### src/rtl/counter_load_arbiter_if.sv
// ---------------------------------------------------------------------------
// counter_load_arbiter_if
//
// Bundles the request side and the counter side of counter_load_arbiter.
//
//   req_i       per-requester load request (level)
//   val_i       packed load values, requester k at val_i[k*WIDTH +: WIDTH]
//   count_i     current value of the shared wrap counter
//   load_o      load enable into the counter
//   load_val_o  value the counter loads when it takes the load
//   gnt_o       one-hot completion pulse to the winning requester
//   owner_o     index of the current winner
//   busy_o      a load is armed or just completed
//   err_o       sticky flag: the counter did not take a loaded value
//
// slave  : the arbiter's view
// master : the view of whatever drives requests and hosts the counter
// ---------------------------------------------------------------------------
interface counter_load_arbiter_if #(
    parameter int N_REQ = 4,
    parameter int WIDTH = 4
);
    localparam int OWNER_W = $clog2(N_REQ);

    logic [N_REQ-1:0]       req_i;
    logic [N_REQ*WIDTH-1:0] val_i;
    logic [WIDTH-1:0]       count_i;
    logic                   load_o;
    logic [WIDTH-1:0]       load_val_o;
    logic [N_REQ-1:0]       gnt_o;
    logic [OWNER_W-1:0]     owner_o;
    logic                   busy_o;
    logic                   err_o;

    modport slave (
        input  req_i, val_i, count_i,
        output load_o, load_val_o, gnt_o, owner_o, busy_o, err_o
    );

    modport master (
        output req_i, val_i, count_i,
        input  load_o, load_val_o, gnt_o, owner_o, busy_o, err_o
    );
endinterface

### src/rtl/counter_load_arbiter.sv
// ---------------------------------------------------------------------------
// counter_load_arbiter
//
// Round-robin owner of the reload port of a WIDTH-bit wrap counter shared by
// N_REQ requesters. A winner is picked in IDLE, its value is presented on
// load_val_o with load_o high until the counter reaches terminal count (the
// counter reloads on that edge), then the winner gets a one-cycle gnt_o and
// the reloaded count is checked against the value that was offered.
//
// Ports:
//   clk    rising-edge clock
//   reset  asynchronous, active-low reset
//   bus    counter_load_arbiter_if.slave (requests, counter value, load
//          enable/value, grant, owner, busy, sticky error)
// ---------------------------------------------------------------------------
module counter_load_arbiter #(
    parameter int N_REQ = 4,
    parameter int WIDTH = 4
) (
    input  logic                    clk,
    input  logic                    reset,
    counter_load_arbiter_if.slave   bus
);

    localparam int              OWNER_W = $clog2(N_REQ);
    localparam logic [WIDTH-1:0] TC      = {WIDTH{1'b1}};

    localparam logic [1:0] ST_IDLE  = 2'd0;
    localparam logic [1:0] ST_ARMED = 2'd1;
    localparam logic [1:0] ST_DONE  = 2'd2;

    logic [1:0]         state_q,    state_d;
    logic [OWNER_W-1:0] rr_ptr_q,   rr_ptr_d;
    logic [OWNER_W-1:0] owner_q,    owner_d;
    logic [WIDTH-1:0]   load_val_q, load_val_d;
    logic               err_q,      err_d;

    logic               win_found;
    logic [OWNER_W-1:0] win_idx;
    logic [WIDTH-1:0]   win_val;
    logic [OWNER_W:0]   cand;
    logic [N_REQ-1:0]   gnt;

    // Circular search for the first active request at or after rr_ptr.
    // cand is one bit wider so rr_ptr + offset can be folded back below N_REQ
    // without relying on N_REQ being a power of two.
    always_comb begin
        win_found = 1'b0;
        win_idx   = '0;
        cand      = '0;
        for (int i = 0; i < N_REQ; i++) begin
            cand = {1'b0, rr_ptr_q} + (OWNER_W+1)'(i);
            if (cand >= (OWNER_W+1)'(N_REQ)) begin
                cand = cand - (OWNER_W+1)'(N_REQ);
            end
            if (!win_found && bus.req_i[cand[OWNER_W-1:0]]) begin
                win_found = 1'b1;
                win_idx   = cand[OWNER_W-1:0];
            end
        end
    end

    always_comb begin
        win_val = '0;
        for (int k = 0; k < N_REQ; k++) begin
            if (win_idx == OWNER_W'(k)) begin
                win_val = bus.val_i[k*WIDTH +: WIDTH];
            end
        end
    end

    always_comb begin
        state_d    = state_q;
        rr_ptr_d   = rr_ptr_q;
        owner_d    = owner_q;
        load_val_d = load_val_q;
        err_d      = err_q;

        case (state_q)
            ST_IDLE: begin
                // owner and value are captured here and then frozen, so
                // val_i may change freely while the load is armed.
                if (win_found) begin
                    owner_d    = win_idx;
                    load_val_d = win_val;
                    state_d    = ST_ARMED;
                end
            end
            ST_ARMED: begin
                // A withdrawn request wins even on the terminal-count edge:
                // no grant may be issued for a request that is gone.
                if (!bus.req_i[owner_q]) begin
                    state_d = ST_IDLE;
                end else if (bus.count_i == TC) begin
                    state_d = ST_DONE;
                end
            end
            ST_DONE: begin
                // The counter should now hold the value it was offered.
                if (bus.count_i != load_val_q) begin
                    err_d = 1'b1;
                end
                rr_ptr_d = (owner_q == OWNER_W'(N_REQ-1)) ? '0 : owner_q + OWNER_W'(1);
                state_d  = ST_IDLE;
            end
            default: begin
                state_d = ST_IDLE;
            end
        endcase
    end

    always_ff @(posedge clk or negedge reset) begin
        if (!reset) begin
            state_q    <= ST_IDLE;
            rr_ptr_q   <= '0;
            owner_q    <= '0;
            load_val_q <= '0;
            err_q      <= 1'b0;
        end else begin
            state_q    <= state_d;
            rr_ptr_q   <= rr_ptr_d;
            owner_q    <= owner_d;
            load_val_q <= load_val_d;
            err_q      <= err_d;
        end
    end

    // Outputs are decoded straight from the state flops so an asynchronous
    // reset drops load_o and gnt_o immediately.
    always_comb begin
        gnt = '0;
        for (int k = 0; k < N_REQ; k++) begin
            gnt[k] = (state_q == ST_DONE) && (owner_q == OWNER_W'(k));
        end
    end

    assign bus.load_o     = (state_q == ST_ARMED);
    assign bus.busy_o     = (state_q == ST_ARMED) || (state_q == ST_DONE);
    assign bus.load_val_o = load_val_q;
    assign bus.owner_o    = owner_q;
    assign bus.err_o      = err_q;
    assign bus.gnt_o      = gnt;

endmodule

### src/flat_wrapper.sv
// flat-port wrapper written by rule: the top's interface ports become plain ports
module counter_load_arbiter_flat 
#(
    parameter int N_REQ = 4,
    parameter int WIDTH = 4
)
  (clk, reset, bus_req_i, bus_val_i, bus_count_i, bus_load_o, bus_load_val_o, bus_gnt_o, bus_owner_o, bus_busy_o, bus_err_o);
  counter_load_arbiter_if #(.N_REQ(N_REQ), .WIDTH(WIDTH)) bus_i ();
  input  logic clk;
  input  logic reset;
  input wire logic [$bits(bus_i.req_i)-1:0] bus_req_i;
  input wire logic [$bits(bus_i.val_i)-1:0] bus_val_i;
  input wire logic [$bits(bus_i.count_i)-1:0] bus_count_i;
  output wire logic [$bits(bus_i.load_o)-1:0] bus_load_o;
  output wire logic [$bits(bus_i.load_val_o)-1:0] bus_load_val_o;
  output wire logic [$bits(bus_i.gnt_o)-1:0] bus_gnt_o;
  output wire logic [$bits(bus_i.owner_o)-1:0] bus_owner_o;
  output wire logic [$bits(bus_i.busy_o)-1:0] bus_busy_o;
  output wire logic [$bits(bus_i.err_o)-1:0] bus_err_o;
  assign bus_i.req_i = bus_req_i;
  assign bus_i.val_i = bus_val_i;
  assign bus_i.count_i = bus_count_i;
  assign bus_load_o = bus_i.load_o;
  assign bus_load_val_o = bus_i.load_val_o;
  assign bus_gnt_o = bus_i.gnt_o;
  assign bus_owner_o = bus_i.owner_o;
  assign bus_busy_o = bus_i.busy_o;
  assign bus_err_o = bus_i.err_o;
  counter_load_arbiter #(.N_REQ(N_REQ), .WIDTH(WIDTH)) u_core (.clk(clk), .reset(reset), .bus(bus_i));
endmodule
### config.mk
export PLATFORM = sky130hd
export DESIGN_NAME = counter_load_arbiter_flat
export DESIGN_NICKNAME = d
export VERILOG_FILES = /design/src/rtl/counter_load_arbiter_if.sv /design/src/rtl/counter_load_arbiter.sv /design/src/flat_wrapper.sv
export SDC_FILE = /design/constraint.sdc
export NUM_CORES = 1
export LEC_CHECK = 0
export BUFFER_PORTS_ARGS = -buffer_cell sky130_fd_sc_hd__buf_2
export CAP_MARGIN = 20
export CORE_AREA = 3 3 47 49
export CTS_BUF_LIST = sky130_fd_sc_hd__clkbuf_8
export DETAILED_ROUTE_END_ITERATION = 8
export DIE_AREA = 0 0 50 52
export GPL_ROUTABILITY_DRIVEN = 0
export PLACE_DENSITY = 0.78
export REMOVE_ABC_BUFFERS = 1
export SLEW_MARGIN = 20
export SYNTH_ARGS = -nofsm -noshare
export SYNTH_HDL_FRONTEND = slang
export SYNTH_SLANG_ARGS = --single-unit
export TNS_END_PERCENT = 30
### constraint.sdc
create_clock -name clk -period 1.8 [get_ports clk]
set_clock_uncertainty 0.15 [all_clocks]
set_input_delay 0.36 -clock clk [delete_from_list [all_inputs] [get_ports clk]]
set_output_delay 0.36 -clock clk [all_outputs]
set_load 0.1 [all_outputs]
======== Word level (Yosys, flattened, before mapping) ========
Index checks and enable logic that the tools add are counted.
word-level totals
  bits of input ports ..................... 26
  register bits ........................... 11
  word-level logic and storage cells ...... 82
  output and inout port bits .............. 13
cells by class
  muxes and demuxes ....................... 31
  reductions and logical operators ........ 17
  eq/ne operators ......................... 12
  add/sub/neg operators ................... 8
  order comparisons ....................... 9
operators with widths
  operator               number
  $mux W2                12
  $mux W4                4
  $lt A2 B3 Y1 const B   5
  $bmux W1 S2            5
  $eq A2 B2 Y1 const B   5
  $ge A3 B3 Y1 const B   3
  $mux W1                9
  $sub A2 B1 Y2 const B  4
  $logic_and A1 B1 Y1    7
  $add A2 B2 Y3 const B  2
  $eq A2 B1 Y1 const B   3
  $logic_not A2 Y1       3
  $reduce_and A2 Y1      3
  $eq A4 B4 Y1 const B   1
  $ne A4 B4 Y1           1
  $pmux W2 S2            1
  $add A2 B1 Y3 const B  1
  $ge A2 B3 Y1 const B   1
  $logic_not A1 Y1       3
  $ne A3 B3 Y1 const B   1
  $add A2 B1 Y2 const B  1
  $ne A2 B1 Y1 const B   1
  $logic_or A1 B1 Y1     1

======== Depth between registers and ports, before layout ========
  depth after elaboration ................. 19
  depth in mapped cells ................... 7
  mapped depth without buffers ............ 6

======== Least setup slack after synthesis ========
OpenSTA, ideal clock, no wires.
  path kind ............................... register -> output
  from .................................... reg u_core.owner_q[1] (netlist: u_core.bus.owner_o[1])
  to ...................................... out bus_gnt_o[3]
  stages on the path, launching flop included .. 3
  path slack .............................. -0.725 ns
  path buffers ............................ 0
  arrival ................................. 2.015 ns
  data required time ...................... 1.290 ns
  path through ............................ dfrtp_1 > ha_1 > and2_1
between the ends
  longest elaborated chain between the ends .. 2
RTL lines
  what                    line                         RTL
  from (decl)             counter_load_arbiter.sv:34   logic [OWNER_W-1:0] owner_q, owner_d;
  from (signal assigned)  counter_load_arbiter.sv:122  owner_q <= owner_d;
  $eq A2 B2 Y1            counter_load_arbiter.sv:133  gnt[k] = (state_q == ST_DONE) && (owner_q == OWNER_W'(k));
  $logic_and A1 B1 Y1     counter_load_arbiter.sv:133
  to (decl)               flat_wrapper.sv:16           output wire logic [$bits(bus_i.gnt_o)-1:0] bus_gnt_o;
Every way passes these cells.

======== Worst setup path in the final report ========
  from .................................... reg u_core.rr_ptr_q[0]
  to ...................................... reg u_core.load_val_q[0] (netlist: u_core.bus.load_val_o[0])
between the ends
  longest elaborated chain between the ends .. 19
  elaborated cells on any way between the ends .. 46
  classes of those cells .................. 7 x add/sub; 4 x order compare; 3 x eq/ne; 24 x mux; 8 x reduce/logical
RTL lines
  what                                                    line                         RTL
  from (decl)                                             counter_load_arbiter.sv:33   logic [OWNER_W-1:0] rr_ptr_q, rr_ptr_d;
  from (signal assigned)                                  counter_load_arbiter.sv:121  rr_ptr_q <= rr_ptr_d;
  branches (longest 19 deep; another with $add A2 B1 Y3)  --
  to (signal assigned)                                    counter_load_arbiter.sv:123  load_val_q <= load_val_d;
  to (decl)                                               counter_load_arbiter.sv:35   logic [WIDTH-1:0] load_val_q, load_val_d;
Parallel ways; which one is timed is not known. The select of a mux whose other input is x is not followed.
A chain may end at the register's enable or synchronous reset.

==> flow_summary.toml <==
[status]
outcome = "completed"

[setup_path]
cpPeakStageDelay_ps = 380
worstSetupEndpointType = "flop"
worstPathRequired_ps = 1740
crit_end = "u_core.bus.load_val_o[0]"
cp-start-kind = "flop"
r2r_slack_ps = 30
timing.rr.end = "u_core.bus.load_val_o[0]"
r2r_start = "u_core.rr_ptr_q[0]"
critical_path_class = "reg -> reg"
cp.arrival_ps = 1710
crit_path_top_delay_cell = "a221o_1"
path_cells = "inv_1, a221o_1, a21o_4, a221oi_1, a211oi_1"
cp-startpoint = "u_core.rr_ptr_q[0]"
crit_fanout = 9
reg2regPathDepth = 5

[cts]
cts_buffers = 3
clk_pin_slew_ps = 50
clk-insertion-delay-late_ps = 240
clock_sinks = 11
cts_setup_buffers = 0
cts_tree = "done"
htreeDepth = 1
root_buffer = "clkbuf_8"
clock_path_buffers = 2

[pwr]
ir_worst_vdd_uv = 817
p_per_area_nw_per_um2 = 1810
p_leak_nw = 0.619

[timing]
final-hold-violation-count = 0
setup_viol = 0
max_freq_mhz = 565
fin_hold_ws_ps = 301
worstMarginPinSlew_ps = 487
setup_slack_ps = 29.2
max_slew_margin_pct = 67.7
post-route-min-period_ps = 1770
maxSlewViolCount = 0
fin_crit_sh_pct = 98.4
rsz0062_at_grt = "yes"

[routing]
ant_nets = 0
dr.pass1.iters = 4
route.detailed.drc = 0
wire_per_inst_um = 14.1
via_per_inst = 5.36
wl_mm = 2.27
wl_met3_um = 162
drt_iter0_drc = 32
vias = 863
wl_met2_mm = 1.18
top_layer = "met4"
drt-met1-wl_um = 879

[job]
maxCapViolCount = 0

[cells_and_area]
fill_cells = 138
syn_to_final_growth_pct = 48.9
seqCellArea_um2 = 278
n_antenna_cell = 0
drive_gt1_share_pct = 47.8
multi_input_area_um2 = 577
nets = 168
instances_no_fill = 161

[place]
dpl.hpwl_mm = 1.80
preCtsSetupSlack_ps = -125
io_buffers = 38
dpl.cell_count = 156

[synthesis]
yosysSeqAreaShare_pct = 31.9
ys_ff_latch = 11
yosys.area.top_type = "dfrtp_1"
ys.warnings.count = 0
synth_top_area_share_pct = 31.9
yosysUniqueCellTypes = 32
synth_cells = 89
netlist_area_um2 = 862
netlist_top_cells_area = "dfrtp_1, ha_1, mux2i_1, a221oi_1, xnor2_1"
avgSynthCellArea_um2 = 9.69

[global_route]
gr-usage-all-layers_pct = 17.1
grt_pass1_wl_mm = 3.48
grt_max_degree = 12
antenna_found_initial = 0
gr-total-overflow = 0
grt_pass1_vias = 799

[floorplan]
start_util_pct = 45.3
num_rows = 16
ios = 39
die_x_um = 50
fp.dieH_um = 52
coreArea_um2 = 1900
dieArea_um2 = 2600

[min_path]
hold_path_class = "reg -> reg"
==> worst max-delay path, delay by kind of cell, from the launching register on <==
| family | cells | cell delay, ps |
|---|---|---|
| flip-flops | 1 | 360 |
| buffers and inverters | 1 | 70 |
| AO/OA/AOI/OAI | 4 | 1040 |
==> logic make-up (layout without fill, tap and decap cells) <==
kind of cell	Yosys count	count (layout)	share of synthesized area [%]
adders and majority gates	7	7	10.2
xor gates and xnor gates	4	4	4.06
DFF	11	11	31.9
buffers and inverters	10	55	6.10
and+or+nand+nor	29	29	20.5
muxes	6	6	9.00
AOI/OAI and AO/OA	22	22	18.3
==> cell usage after synthesis, drive strengths merged <==
master	n
dfrtp	11
inv	8
ha	7
nand2	6
nor2	6
and2	5
a211oi	4
a221oi	4
mux2i	4
nor2b	4
xnor2	4
a21o	3
a21oi	3
o21ai	3
buf	2
nand4	2
a221o	1
a31oi	1
and4	1
mux2	1
mux4	1
nand2b	1
nor4	1
o21a	1
o221ai	1
o22ai	1
or2	1
or3	1
or4	1
==> state kept, by name (all words and copies together), names as in the netlist <==
register	count
u_core.bus.load_val_o	4
u_core.bus.owner_o	2
u_core.rr_ptr_q	2
u_core.state_q	2
u_core.bus.err_o	1
==> routing by layer <==
metal | track usage, % | vias to the layer above
met4 | 4.15 | 0
met3 | 3.15 | 6
met2 | 30.9 | 43
met1 | 20.8 | 402
li1 | - | 412
met5 | 0 | -
==> where the power goes <==
group          switching, mW  internal (mW)  leakage [nW]  total (mW)
Combinational           1.14          0.464         0.461        1.60
Sequential             0.118          0.361         0.131       0.479
Clock                 0.0945          0.150        0.0269       0.244
==> per-stage QoR <==
step	utilization (%)	power [mW]	setup TNS [ps]	area (µm²)
floorplan	-	1.65	-3550	840
global route	67.5	2.44	-110	1280
detailed placement	62.2	2.02	-403	1180
CTS	66.1	2.29	0	1260
global placement	62.2	1.99	-179	1180
finish	67.5	2.32	0	1280
==> final cells by class <==
| cell class | count | share of cell area, % |
|---|---|---|
| clock buffers | 3 | 3.22 |
| clock inverters | 1 | 0.292 |
| inverters | 8 | 2.34 |
| multi-input cells | 68 | 44.9 |
| flip-flops and latches | 11 | 21.6 |
| well taps | 27 | 2.63 |
| repair buffers | 43 | 25.0 |
==> worst min path at each step <==
stage                     slack, ps  cells after the start             start                end
after floorplan                 -90                      0             reset   u_core.bus.err_o
after global placement           90                      1             reset  u_core.state_q[0]
after detailed placement        100                      1             reset  u_core.state_q[0]
after CTS                       310                      1  u_core.bus.err_o   u_core.bus.err_o
after global routing            310                      1  u_core.bus.err_o   u_core.bus.err_o
final                           300                      1  u_core.bus.err_o   u_core.bus.err_o
==> cell usage in the layout (no fill, tap or decap), drive strengths merged <==
| cell | n |
|---|---|
| dlygate4sd3 | 1 |
| a221o | 1 |
| mux4 | 1 |
| o22ai | 1 |
| a31oi | 1 |
| nor2b | 4 |
| ha | 7 |
| a211oi | 4 |
| a21oi | 3 |
| nor2 | 6 |
| nand2 | 6 |
| mux2i | 4 |
| xnor2 | 4 |
| mux2 | 1 |
| or2 | 1 |
| o21a | 1 |
| nand2b | 1 |
| nor4 | 1 |
| o21ai | 3 |
| dfrtp | 11 |
| o221ai | 1 |
| buf | 42 |
| inv | 9 |
| a21o | 3 |
| or4 | 1 |
| a221oi | 4 |
| or3 | 1 |
| clkbuf | 3 |
| and4 | 1 |
| nand4 | 2 |
| and2 | 5 |
==> what timing repair did <==
item / 4_1_cts / 5_1_grt
hold buffers: 1 / 0
endpoints found under the setup margin: 6 / 8
pin swaps: 0 / 2
endpoints found under the hold margin: 11 / 0
gates resized for setup: 8 / 7
No activity file was read; power rests on OpenSTA's default activity.
